[src/rtl/vga_port_arbiter_pkg.sv]
// Shared types and default constants for the VGA text-card port arbiter.
// Used by vga_port_arbiter and rr_arbiter2.
package vga_arb_pkg;

    localparam int unsigned DEF_ADDR_W     = 12;
    localparam int unsigned DEF_DATA_W     = 16;
    localparam int unsigned DEF_CELLS      = 2400;
    localparam logic [15:0] DEF_CLEAR_WORD = 16'h0020;

    // Requester indices, also the encoding of the registered port owner
    localparam logic REQ_0 = 1'b0;
    localparam logic REQ_1 = 1'b1;

    typedef enum logic [2:0] {
        ST_IDLE,
        ST_ISSUE,
        ST_RWAIT,
        ST_ACK,
        ST_CLEAR
    } state_t;

endpackage

[src/rtl/vga_port_arbiter_rr_arbiter2.sv]
// Two-way round-robin picker: combinational grant from req and pointer,
// pointer moves away from the winner whenever i_advance is high.
module rr_arbiter2 (
    input  logic       clk,
    input  logic       rst,
    input  logic [1:0] i_req,
    input  logic       i_advance,
    output logic [1:0] o_grant
);

    logic r_ptr;

    always_comb begin
        // NOTE: assign a default before any branch so no path leaves o_grant unassigned (no latch)
        o_grant = i_req;
        if (i_req == 2'b11) begin
            o_grant = r_ptr ? 2'b10 : 2'b01;
        end
    end

    // NOTE: state registers use non-blocking assignments so every flop samples pre-edge values
    always_ff @(posedge clk or negedge rst) begin
        if (!rst) begin
            r_ptr <= 1'b0;
        end else if (i_advance) begin
            r_ptr <= o_grant[0];
        end
    end

endmodule

[src/rtl/vga_port_arbiter.sv]
// Round-robin arbiter for the single VGA text-card port with req/ack per requester.
// Define VGA_ARB_CLEAR_EN to build in the screen-clear sequencer.
module vga_port_arbiter
    import vga_arb_pkg::*;
#(
    parameter int unsigned ADDR_W            = DEF_ADDR_W,
    parameter int unsigned DATA_W            = DEF_DATA_W,
    parameter int unsigned CELLS             = DEF_CELLS,
    parameter logic [DATA_W-1:0] CLEAR_WORD  = DATA_W'(DEF_CLEAR_WORD),
    parameter int unsigned RD_LAT            = 0
) (
    input  logic              clk,
    input  logic              rst,
    input  logic              r0_req,
    input  logic              r0_we,
    input  logic [ADDR_W-1:0] r0_addr,
    input  logic [DATA_W-1:0] r0_wd,
    output logic              r0_ack,
    output logic [DATA_W-1:0] r0_rd,
    input  logic              r1_req,
    input  logic              r1_we,
    input  logic [ADDR_W-1:0] r1_addr,
    input  logic [DATA_W-1:0] r1_wd,
    output logic              r1_ack,
    output logic [DATA_W-1:0] r1_rd,
    input  logic              clr_start,
    output logic              clr_busy,
    output logic              vga_we,
    output logic [ADDR_W-1:0] vga_addr,
    output logic [DATA_W-1:0] vga_wd,
    input  logic [DATA_W-1:0] vga_rd
);

    state_t            r_state;
    logic              r_owner;
    logic              r_we_own;
    logic              r_ack0;
    logic              r_ack1;
    logic [DATA_W-1:0] r_rd0;
    logic [DATA_W-1:0] r_rd1;
    logic              r_vga_we;
    logic [ADDR_W-1:0] r_vga_addr;
    logic [DATA_W-1:0] r_vga_wd;

    logic [1:0]        w_grant;
    logic              w_clr_pend;
    logic              w_advance;
    logic              w_done;

`ifdef VGA_ARB_CLEAR_EN
    localparam logic [ADDR_W-1:0] CLR_LAST = ADDR_W'(CELLS - 1);

    logic              r_clr_pend;
    logic              r_clr_busy;
    logic [ADDR_W-1:0] r_clr_cnt;

    // Busy rises the cycle after clr_start and stays up until the last cell is written
    always_ff @(posedge clk or negedge rst) begin
        if (!rst) begin
            r_clr_pend <= 1'b0;
            r_clr_busy <= 1'b0;
            r_clr_cnt  <= '0;
        end else begin
            if (r_state == ST_CLEAR) begin
                if (r_clr_cnt == CLR_LAST) begin
                    r_clr_cnt  <= '0;
                    r_clr_busy <= 1'b0;
                end else begin
                    r_clr_cnt <= r_clr_cnt + 1'b1;
                end
            end else if (r_state == ST_IDLE && r_clr_pend) begin
                r_clr_pend <= 1'b0;
            end
            if (clr_start && !r_clr_busy) begin
                r_clr_pend <= 1'b1;
                r_clr_busy <= 1'b1;
            end
        end
    end

    assign w_clr_pend = r_clr_pend;
    assign clr_busy   = r_clr_busy;
`else
    wire w_unused_clr = clr_start | (CELLS == 0) | (|CLEAR_WORD);

    assign w_clr_pend = 1'b0;
    assign clr_busy   = 1'b0;
`endif

    assign w_advance = (r_state == ST_IDLE) && !w_clr_pend && (r0_req || r1_req);

    rr_arbiter2 u_rr (
        .clk       (clk),
        .rst       (rst),
        .i_req     ({r1_req, r0_req}),
        .i_advance (w_advance),
        .o_grant   (w_grant)
    );

    // The access completes at the end of ISSUE for writes and zero-latency reads, else after RWAIT
    assign w_done = ((r_state == ST_ISSUE) && (r_we_own || RD_LAT == 0)) ||
                    (r_state == ST_RWAIT);

    always_ff @(posedge clk or negedge rst) begin
        if (!rst) begin
            r_state    <= ST_IDLE;
            r_owner    <= REQ_0;
            r_we_own   <= 1'b0;
            r_ack0     <= 1'b0;
            r_ack1     <= 1'b0;
            r_rd0      <= '0;
            r_rd1      <= '0;
            r_vga_we   <= 1'b0;
            r_vga_addr <= '0;
            r_vga_wd   <= '0;
        end else begin
            r_ack0 <= 1'b0;
            r_ack1 <= 1'b0;

            case (r_state)
                ST_IDLE: begin
`ifdef VGA_ARB_CLEAR_EN
                    if (r_clr_pend) begin
                        r_state    <= ST_CLEAR;
                        r_vga_we   <= 1'b1;
                        r_vga_addr <= '0;
                        r_vga_wd   <= CLEAR_WORD;
                    end else
`endif
                    if (|w_grant) begin
                        r_owner    <= w_grant[REQ_1] ? REQ_1 : REQ_0;
                        r_we_own   <= w_grant[REQ_1] ? r1_we   : r0_we;
                        r_vga_we   <= w_grant[REQ_1] ? r1_we   : r0_we;
                        r_vga_addr <= w_grant[REQ_1] ? r1_addr : r0_addr;
                        r_vga_wd   <= w_grant[REQ_1] ? r1_wd   : r0_wd;
                        r_state    <= ST_ISSUE;
                    end
                end
                ST_ISSUE: begin
                    r_vga_we <= 1'b0;
                    r_state  <= (r_we_own || RD_LAT == 0) ? ST_ACK : ST_RWAIT;
                end
                ST_RWAIT: r_state <= ST_ACK;
                ST_ACK:   r_state <= ST_IDLE;
`ifdef VGA_ARB_CLEAR_EN
                ST_CLEAR: begin
                    if (r_clr_cnt == CLR_LAST) begin
                        r_vga_we <= 1'b0;
                        r_state  <= ST_IDLE;
                    end else begin
                        r_vga_addr <= r_clr_cnt + 1'b1;
                    end
                end
`endif
                default: r_state <= ST_IDLE;
            endcase

            if (w_done) begin
                if (r_owner == REQ_1) begin
                    r_ack1 <= 1'b1;
                    if (!r_we_own) r_rd1 <= vga_rd;
                end else begin
                    r_ack0 <= 1'b1;
                    if (!r_we_own) r_rd0 <= vga_rd;
                end
            end
        end
    end

    assign r0_ack   = r_ack0;
    assign r1_ack   = r_ack1;
    assign r0_rd    = r_rd0;
    assign r1_rd    = r_rd1;
    assign vga_we   = r_vga_we;
    assign vga_addr = r_vga_addr;
    assign vga_wd   = r_vga_wd;

endmodule

[config.mk]
export PLATFORM = sky130hd
export DESIGN_NAME = vga_port_arbiter
export DESIGN_NICKNAME = d
export VERILOG_FILES = /design/src/rtl/vga_port_arbiter_pkg.sv /design/src/rtl/vga_port_arbiter_rr_arbiter2.sv /design/src/rtl/vga_port_arbiter.sv
export SDC_FILE = /design/constraint.sdc
export NUM_CORES = 1
export LEC_CHECK = 0
export ABC_CLOCK_PERIOD_IN_PS = 1900
export BUFFER_PORTS_ARGS = -buffer_cell sky130_fd_sc_hd__clkbuf_2
export CAP_MARGIN = 20
export CORE_UTILIZATION = 45
export CTS_CLUSTER_SIZE = 10
export DETAILED_ROUTE_END_ITERATION = 7
export PLACE_DENSITY = 0.86
export SLEW_MARGIN = 20
export SYNTH_ARGS = -nofsm -noshare
export SYNTH_HDL_FRONTEND = slang
export SYNTH_SLANG_ARGS = --single-unit
[constraint.sdc]
create_clock -name clk -period 1.9 [get_ports clk]
set_input_delay 0.38 -clock clk [delete_from_list [all_inputs] [get_ports clk]]
set_output_delay 0.38 -clock clk [all_outputs]
set_load 0.005 [all_outputs]
### Word level (Yosys, flattened, before mapping)

Cells that the tools add are included.

| storage, ports and cells | value |
|---|---|
| register bits | 69 |
| input bits | 79 |
| output and inout bits | 64 |
| word-level logic and storage cells | 42 |

| cells by class | value |
|---|---|
| equality and inequality tests | 4 |
| muxes and demuxes | 14 |
| bitwise operators | 2 |
| reduce and logical (&&, ||, !) cells | 11 |

Operators by type and width:

| cell | count |
|---|---|
| $mux 16 | 1 |
| $mux 12 | 1 |
| $mux 1 | 7 |
| $pmux 3 s2 | 1 |
| $reduce_and 3->1 | 2 |
| $mux 2 | 2 |
| $reduce_and 2->1 | 2 |
| $reduce_or 2->1 | 2 |
| $eq 3x1->1 const B | 1 |
| $eq 3x2->1 const B | 1 |
| $logic_not 3->1 | 1 |
| $mux 3 | 1 |
| $eq 2x2->1 const B | 1 |
| $logic_or 1x1->1 | 2 |
| $ne 2x1->1 const B | 1 |
| $not 1->1 | 2 |
| $pmux 1 s2 | 1 |
| $reduce_bool 2->1 | 1 |
| $logic_and 1x1->1 | 1 |

### Longest topological paths before layout

Gate-level depths: netlist of run 1.

| depth | value |
|---|---|
| word-level depth | 5 |
| mapped depth | 7 |
| gate-level depth less buffers | 5 |

### By module

From an unflattened synthesis of run 1, not the netlist that was laid out.

| second synthesis, totals | value |
|---|---|
| cell total of the unflattened synthesis | 229 |
| area, all modules | 3016.6 um^2 |

By module, submodules not included:

| module | times used | cells an instance | area an instance (um^2) | sequential area each (um^2) |
|---|---|---|---|---|
| vga_port_arbiter | 1 | 224 | 2954.1 | 1676.6 |
| rr_arbiter2 | 1 | 5 | 62.6 | 25.0 |

### Worst setup path before layout of run 1

Ideal clock, no wire load.

| path | value |
|---|---|
| kind | reg-to-reg |
| from | register r_state[0] |
| to | register r_rd0[10], in the netlist r0_rd[10] |
| data arrival time | 1.533 ns |
| data required time | 1.775 ns |
| setup slack | 0.242 ns |
| cell stages (with the launch flop) | 8 |
| path buffers | 2 |
| clock period less this slack | 1.658 ns |
| path through | dfrtp_1 -> inv_1 -> ha_1 -> nor2b_2 -> nor2b_4 -> buf_6 -> buf_12 -> mux2_4 |

| between the ends | value |
|---|---|
| cells in the longest elaborated chain, start to end | 3 |
| elaborated cells on any way between the ends | 4 |

RTL lines:

| what | line | RTL |
|---|---|---|
| start, declared | vga_port_arbiter.sv:34 | `state_t r_state;` |
| start signal, assigned | vga_port_arbiter.sv:141 | `r_state <= (r_we_own \|\| RD_LAT == 0) ? ST_ACK : ST_RWAIT;` |
| $eq 3x1->1 / $eq 3x2->1 (equally long branches) | vga_port_arbiter.sv:101, vga_port_arbiter.sv:102 |  |
| $logic_or 1x1->1 * | vga_port_arbiter.sv:101 | `assign w_done = ((r_state == ST_ISSUE) && (r_we_own \|\| RD_LAT == 0)) \|\|` |
| $reduce_and 3->1 (no line) * | n/a |  |
| end signal, assigned | vga_port_arbiter.sv:164 | `if (!r_we_own) r_rd0 <= vga_rd;` |
| end, declared | vga_port_arbiter.sv:39 | `logic [DATA_W-1:0] r_rd0;` |

Every way passes the cells marked *; elsewhere a longest branch is shown, timed or not.
A chain may end at the register's enable or synchronous reset.

### Worst setup path in the final report of run 1

| path | value |
|---|---|
| from | register r_state[0] |
| to | register r_rd1[1], in the netlist r1_rd[1] |

| between the ends | value |
|---|---|
| cells in the longest elaborated chain, start to end | 3 |
| elaborated cells on any way between the ends | 4 |

RTL lines:

| what | line | RTL |
|---|---|---|
| $eq 3x1->1 / $eq 3x2->1 (equally long branches) | vga_port_arbiter.sv:101, vga_port_arbiter.sv:102 |  |
| $logic_or 1x1->1 * | vga_port_arbiter.sv:101 |  |
| $reduce_and 3->1 (no line) * | n/a |  |
| end signal, assigned | vga_port_arbiter.sv:161 | `if (!r_we_own) r_rd1 <= vga_rd;` |
| end, declared | vga_port_arbiter.sv:40 | `logic [DATA_W-1:0] r_rd1;` |

Marked as above.

==> impl_metrics.json, run 1 <==
{
  "synth_fa_ha_area_frac": 0.0122,
  "end_kind": "flop",
  "violations": "DRC",
  "min_path_type": "in2async",
  "avgSynthCellArea_sq_um": 11.5,
  "final.period_utilization": 0.937,
  "synth_seq_area_share": 0.555,
  "synthTopCellsByArea": "dfrtp_1, mux2_4, a31oi_1",
  "rsz0062_at_grt": "no",
  "cp-start-kind": "flop",
  "synthSimpleGateAreaFrac": 0.0608,
  "wl_per_cell_microns": 15.0,
  "ant_nets": 0,
  "p_per_area_nw_per_um2": 1640,
  "gp_routability_congestion": 0.792,
  "dp.cells": 467,
  "status": "complete, but fails checks",
  "fin_skew_ns": 0.00706,
  "antenna_found_initial": 0,
  "critPathKind": "reg2reg",
  "arrival_ns": 1.99,
  "nets": 484,
  "reg2reg_from": "r_state[0]$_DFFE_PN0P_",
  "final_common_cell": "clkbuf_2",
  "place.detailed.hpwl_microns": 5040,
  "fin_ws_ns": 0.120,
  "slew_headroom": 0.410,
  "ctsHoldBuffers": 0,
  "timing.fmax_ghz": 0.562,
  "startpoint": "r_state[0]$_DFFE_PN0P_",
  "drtIter0Drc": 117,
  "finalHoldViolations": 0,
  "yosys_warnings": 0,
  "grtUsageTotal": 0.213,
  "h-tree-depth": 3,
  "slew_violations": 0,
  "grt_max_degree": 69,
  "die_area_sq_um": 7140,
  "synthCells": 267,
  "holdWs_ns": 0.0557,
  "fin_crit_ns": 1.78,
  "muxShareOfSynthArea": 0.142,
  "cts_root_buf": "clkbuf_8",
  "fp.dieH_microns": 84.5,
  "io_buffers": 140,
  "grt_pass1_wl_microns": 11900,
  "setup_violations": 0,
  "ir_worst_vdd_mv": 0.644,
  "reg2regPathDepth": 6,
  "fp.dieW_microns": 84.5,
  "layout_common_cells": "clkbuf_2, dfrtp_1, nor2_1, a21oi_1, a31oi_1",
  "yosys.area_share.xor_xnor": 0,
  "synth_nets": 349,
  "grt_pass1_vias": 2500,
  "overflow": 0,
  "drc": 12,
  "ys_types": 28,
  "pre_cts_ws_ns": 0.119,
  "first_pass_iters": 7,
  "diodes": 0,
  "vias_per_cell": 5.26,
  "synth_top_family_by_area": "compound AO/OA/AOI/OAI gates",
  "synth_compound_area_frac": 0.177,
  "netlist.area_leader.share": 0.555,
  "power_leakage_uw": 0.00201,
  "cts.clk_slew.worst_paths_ns": 0.07,
  "synthesis.area_sq_um": 3060,
  "r2r_setup_slack_ns": 0.12,
  "fin_util": 0.624,
  "synth_top_cell_by_area": "dfrtp_1",
  "timing_worst_slew_pin_value_ns": 0.884,
  "path_max_fanout": 14,
  "worstReg2RegEnd": "r1_rd[1]$_DFFE_PN0P_",
  "numCtsBuffers": 9,
  "wl_microns": 7260,
  "yosys_register_bits": 68,
  "maxCapViolations": 0,
  "cts_sinks": 68,
  "vias": 2548,
  "coreArea_sq_um": 6460,
  "clockBufferDepth": 2,
  "layout-drive-gt1-share": 0.496,
  "stdcell_count": 484,
  "start_util": 0.474,
  "core.rowCount": 29,
  "required_ns": 2.11,
  "syn_to_final_growth_pct": 31.5,
  "setup_tns_ns": 0,
  "cts_tree": "yes",
  "pin_count": 143,
  "clk-insertion-delay-late_ns": 0.33
}
[layout make-up]
cell class | count | area, sq um
Inverter | 3 | 11.3
Sequential cell | 68 | 1700
Multi-Input combinational cell | 172 | 1210
Fill cell | 530 | 2430
Timing Repair Buffer | 148 | 811
Clock inverter | 4 | 47.5
Clock buffer | 12 | 155
Tap cell | 77 | 96.3
[what timing repair did]
| action | CTS | global route |
|---|---|---|
| gates resized for setup | 0 | 0 |
| buffers inserted | 0 | 1 |
| endpoints found under the setup margin | 0 | 3 |
[routing by layer]
metal / global-route usage / part of all wire / vias to the layer above
met4: 0.106 / 0.021 / 0
li1: - / - / 1215
met3: 0.0521 / 0.10 / 14
met5: 0 / 0 / -
met2: 0.324 / 0.44 / 139
met1: 0.286 / 0.44 / 1180
[synthesized netlist by cell type]
cell type	n
buf_2	7
mux2_2	12
ha_1	3
and2b_1	1
buf_12	1
o21a_1	1
a31oi_1	30
o21ai_1	1
o21ai_2	1
nor2b_4	1
o31ai_1	1
dfrtp_1	68
a21boi_2	1
a21oi_1	31
nor2_1	31
nand2b_1	2
clkbuf_1	11
or3b_4	1
buf_6	3
nor2b_2	1
and2_4	1
buf_4	2
mux2_4	20
conb_1	1
inv_1	3
o21ai_0	29
a2bb2oi_2	1
nand2_1	2
[critical path, cell delays in order, from the launching register on]
cell and delay, ns:
dfrtp_1 0.39, inv_1 0.06, ha_1 0.32, and2_4 0.17
nand2b_1 0.17, buf_12 0.19, mux2_2 0.35
[through the flow]
stage	power, uW	cell area (sq um)
CTS	6670	4020
finish	6620	4030
detailed placement	5440	3820
floorplan	4330	3060
global route	7070	4030
global placement	5300	3820
[report_power, final]
part           switching (uW)  total (uW)  internal [uW]
Combinational            1230        2790           1560
Sequential                429        2620           2190
Clock                     535        1210            674
Total                    2190        6620           4430
[sequential cells by signal, summed over array words and instances, names as in the netlist]
name and flops:
vga_addr 12, r_state 2, vga_wd 16, r1_ack 1, r0_rd 16, u_rr.r_ptr 1, r1_rd 16, vga_we 1
r_owner 1, r_we_own 1, r0_ack 1
[how the worst max path moves through the flow]
stage,endpoint,slack (ns),depth (start not counted)
final,r1_rd[1]$_DFFE_PN0P_,0.12,6
after global routing,r1_rd[1]$_DFFE_PN0P_,0.04,6
after CTS,r1_rd[1]$_DFFE_PN0P_,0.11,6
after detailed placement,r0_rd[14]$_DFFE_PN0P_,0.12,6
after global placement,r1_rd[1]$_DFFE_PN0P_,0.17,6
after floorplan,r0_rd[10]$_DFFE_PN0P_,0.24,7
[cell families (layout without fill, tap and decap cells)]
kind of cell,after synthesis,count (layout)
AOI/OAI and AO/OA,96,96
muxes,32,32
other,1,1
and+or+nand+nor,40,40
DFF,68,68
adders and majority gates,3,3
buffers and inverters,27,167
Power figures use the tool's default switching activity.
==> inputs of run 2 (changes only) <==
CORE_MARGIN = 4   (was not set)
PLACE_DENSITY = 0.78   (was 0.86)
SLEW_MARGIN = not set   (was 20)
==> impl_metrics.json, run 2 (same netlist as run 1, synthesis figures left out) <==
{
  "grt_pass1_vias": 2700,
  "cts_sinks": 68,
  "reg2regPathDepth": 6,
  "clk-insertion-delay-late_ns": 0.34,
  "grt_max_degree": 35,
  "pin_count": 143,
  "ctsResizeCount": 0,
  "path_max_fanout": 16,
  "slew_headroom": 0.643,
  "status": "finished, final reports clean",
  "arrival_ns": 1.96,
  "diodes": 0,
  "startpoint": "r_state[0]$_DFFE_PN0P_",
  "vias_per_cell": 5.39,
  "timing_worst_slew_pin_value_ns": 0.535,
  "ir_worst_vdd_mv": 0.731,
  "clockBufferDepth": 2,
  "cts_root_buf": "clkbuf_8",
  "comb_power_share": 0.408,
  "p_per_area_nw_per_um2": 1680,
  "rsz0062_at_grt": "no",
  "worstReg2RegEnd": "r0_rd[14]$_DFFE_PN0P_",
  "seqPwrFrac": 0.380,
  "coreArea_sq_um": 6490,
  "final.period_utilization": 0.918,
  "ant_nets": 0,
  "antenna_found_initial": 0,
  "setup_tns_ns": 0,
  "p_sw_frac": 0.324,
  "place.detailed.hpwl_microns": 5820,
  "setup_violations": 0,
  "first_pass_iters": 4,
  "drc": 0,
  "r2r_setup_slack_ns": 0.16,
  "core.rowCount": 29,
  "die_area_sq_um": 8190,
  "p_sw_uw": 2230,
  "finalHoldViolations": 0,
  "wl_microns": 7830,
  "gp_routability_congestion": 0.802,
  "timing.fmax_ghz": 0.573,
  "critPathKind": "reg2reg",
  "cp-start-kind": "flop",
  "grtUsageTotal": 0.196,
  "overflow": 0,
  "io_buffers": 140,
  "wl_per_cell_microns": 16.0,
  "fp.dieW_microns": 90.5,
  "intPower_uw": 4670,
  "cts.clk_slew.worst_paths_ns": 0.07,
  "fin_skew_ns": 0.00715,
  "reg2reg_from": "r_state[0]$_DFFE_PN0P_",
  "grt_pass1_wl_microns": 12900,
  "layout-drive-gt1-share": 0.505,
  "fin_util": 0.631,
  "stdcell_count": 489,
  "syn_to_final_growth_pct": 33.8,
  "end_kind": "flop",
  "crit_path_end": "r0_rd[14]$_DFFE_PN0P_",
  "slew_violations": 0,
  "required_ns": 2.12,
  "drtIter0Drc": 149,
  "h-tree-depth": 3,
  "start_util": 0.472,
  "cts_tree": "yes",
  "p_clk_frac": 0.212,
  "post-cts-setup-buffers": 0,
  "ctsHoldBuffers": 0,
  "final_common_cell": "clkbuf_2",
  "dp.cells": 473,
  "power_leakage_uw": 0.00205,
  "nets": 489,
  "fp.dieH_microns": 90.5,
  "min_path_type": "in2async",
  "numCtsBuffers": 9,
  "maxCapViolations": 0,
  "fin_crit_ns": 1.74,
  "vias": 2636,
  "layout_common_cells": "clkbuf_2, dfrtp_1, nor2_1, a21oi_1, a31oi_1"
}
[run 2: area by class of cell]
cell class | count | area (sq um)
inverters | 3 | 11.3
multi-input cells | 172 | 1210
well taps | 77 | 96.3
fillers | 512 | 2390
repair buffers | 153 | 836
clock buffers | 10 | 138
flip-flops and latches | 68 | 1700
clock inverters | 6 | 111
[run 2: per-stage QoR]
step	hold WS (ns)	total power, uW	setup slack [ns]	area (sq um)
after global placement	0.438	5380	0.210	3850
after detailed placement	0.446	5500	0.133	3850
after floorplan	0.0844	4330	0.242	3060
after global routing	0.0938	7380	0.0555	4100
final	0.0696	6900	0.156	4100
after CTS	0.0746	6970	0.120	4100
[run 2: critical path, stage by stage, from the launching register on]
cell and delay [ns]:
dfrtp_1 0.40, inv_1 0.06, ha_1 0.31, nor2b_2 0.17, nor2b_4 0.17, buf_12 0.17
mux2_2 0.34
[run 2: layer usage]
metal  track usage  vias up  wire length [microns]
met5             0        -                      0
met4        0.0625        0                     82
met3        0.0725        8                    736
met2         0.326      136                   3740
met1         0.235     1268                   3270
li1              -     1224                      -
[run 2: worst min-delay path by stage]
stage / start / endpoint / depth (start not counted)
6_report: rst / vga_wd[1]$_DFFE_PN0P_ / 2
5_1_grt: rst / r0_rd[12]$_DFFE_PN0P_ / 2
4_1_cts: rst / r0_rd[12]$_DFFE_PN0P_ / 2
3_5_place_dp: rst / r0_rd[8]$_DFFE_PN0P_ / 2
3_3_place_gp: rst / r0_rd[12]$_DFFE_PN0P_ / 2
2_1_floorplan: rst / r0_ack$_DFF_PN0_ / 0
[run 2: power by group through the flow]
stage	registers [uW]	logic (uW)	clock network (uW)
2_1_floorplan	2640	1680	0
3_3_place_gp	2620	2760	0
3_5_place_dp	2640	2860	0
4_1_cts	2630	2850	1490
5_1_grt	2720	3090	1560
6_report	2630	2820	1460
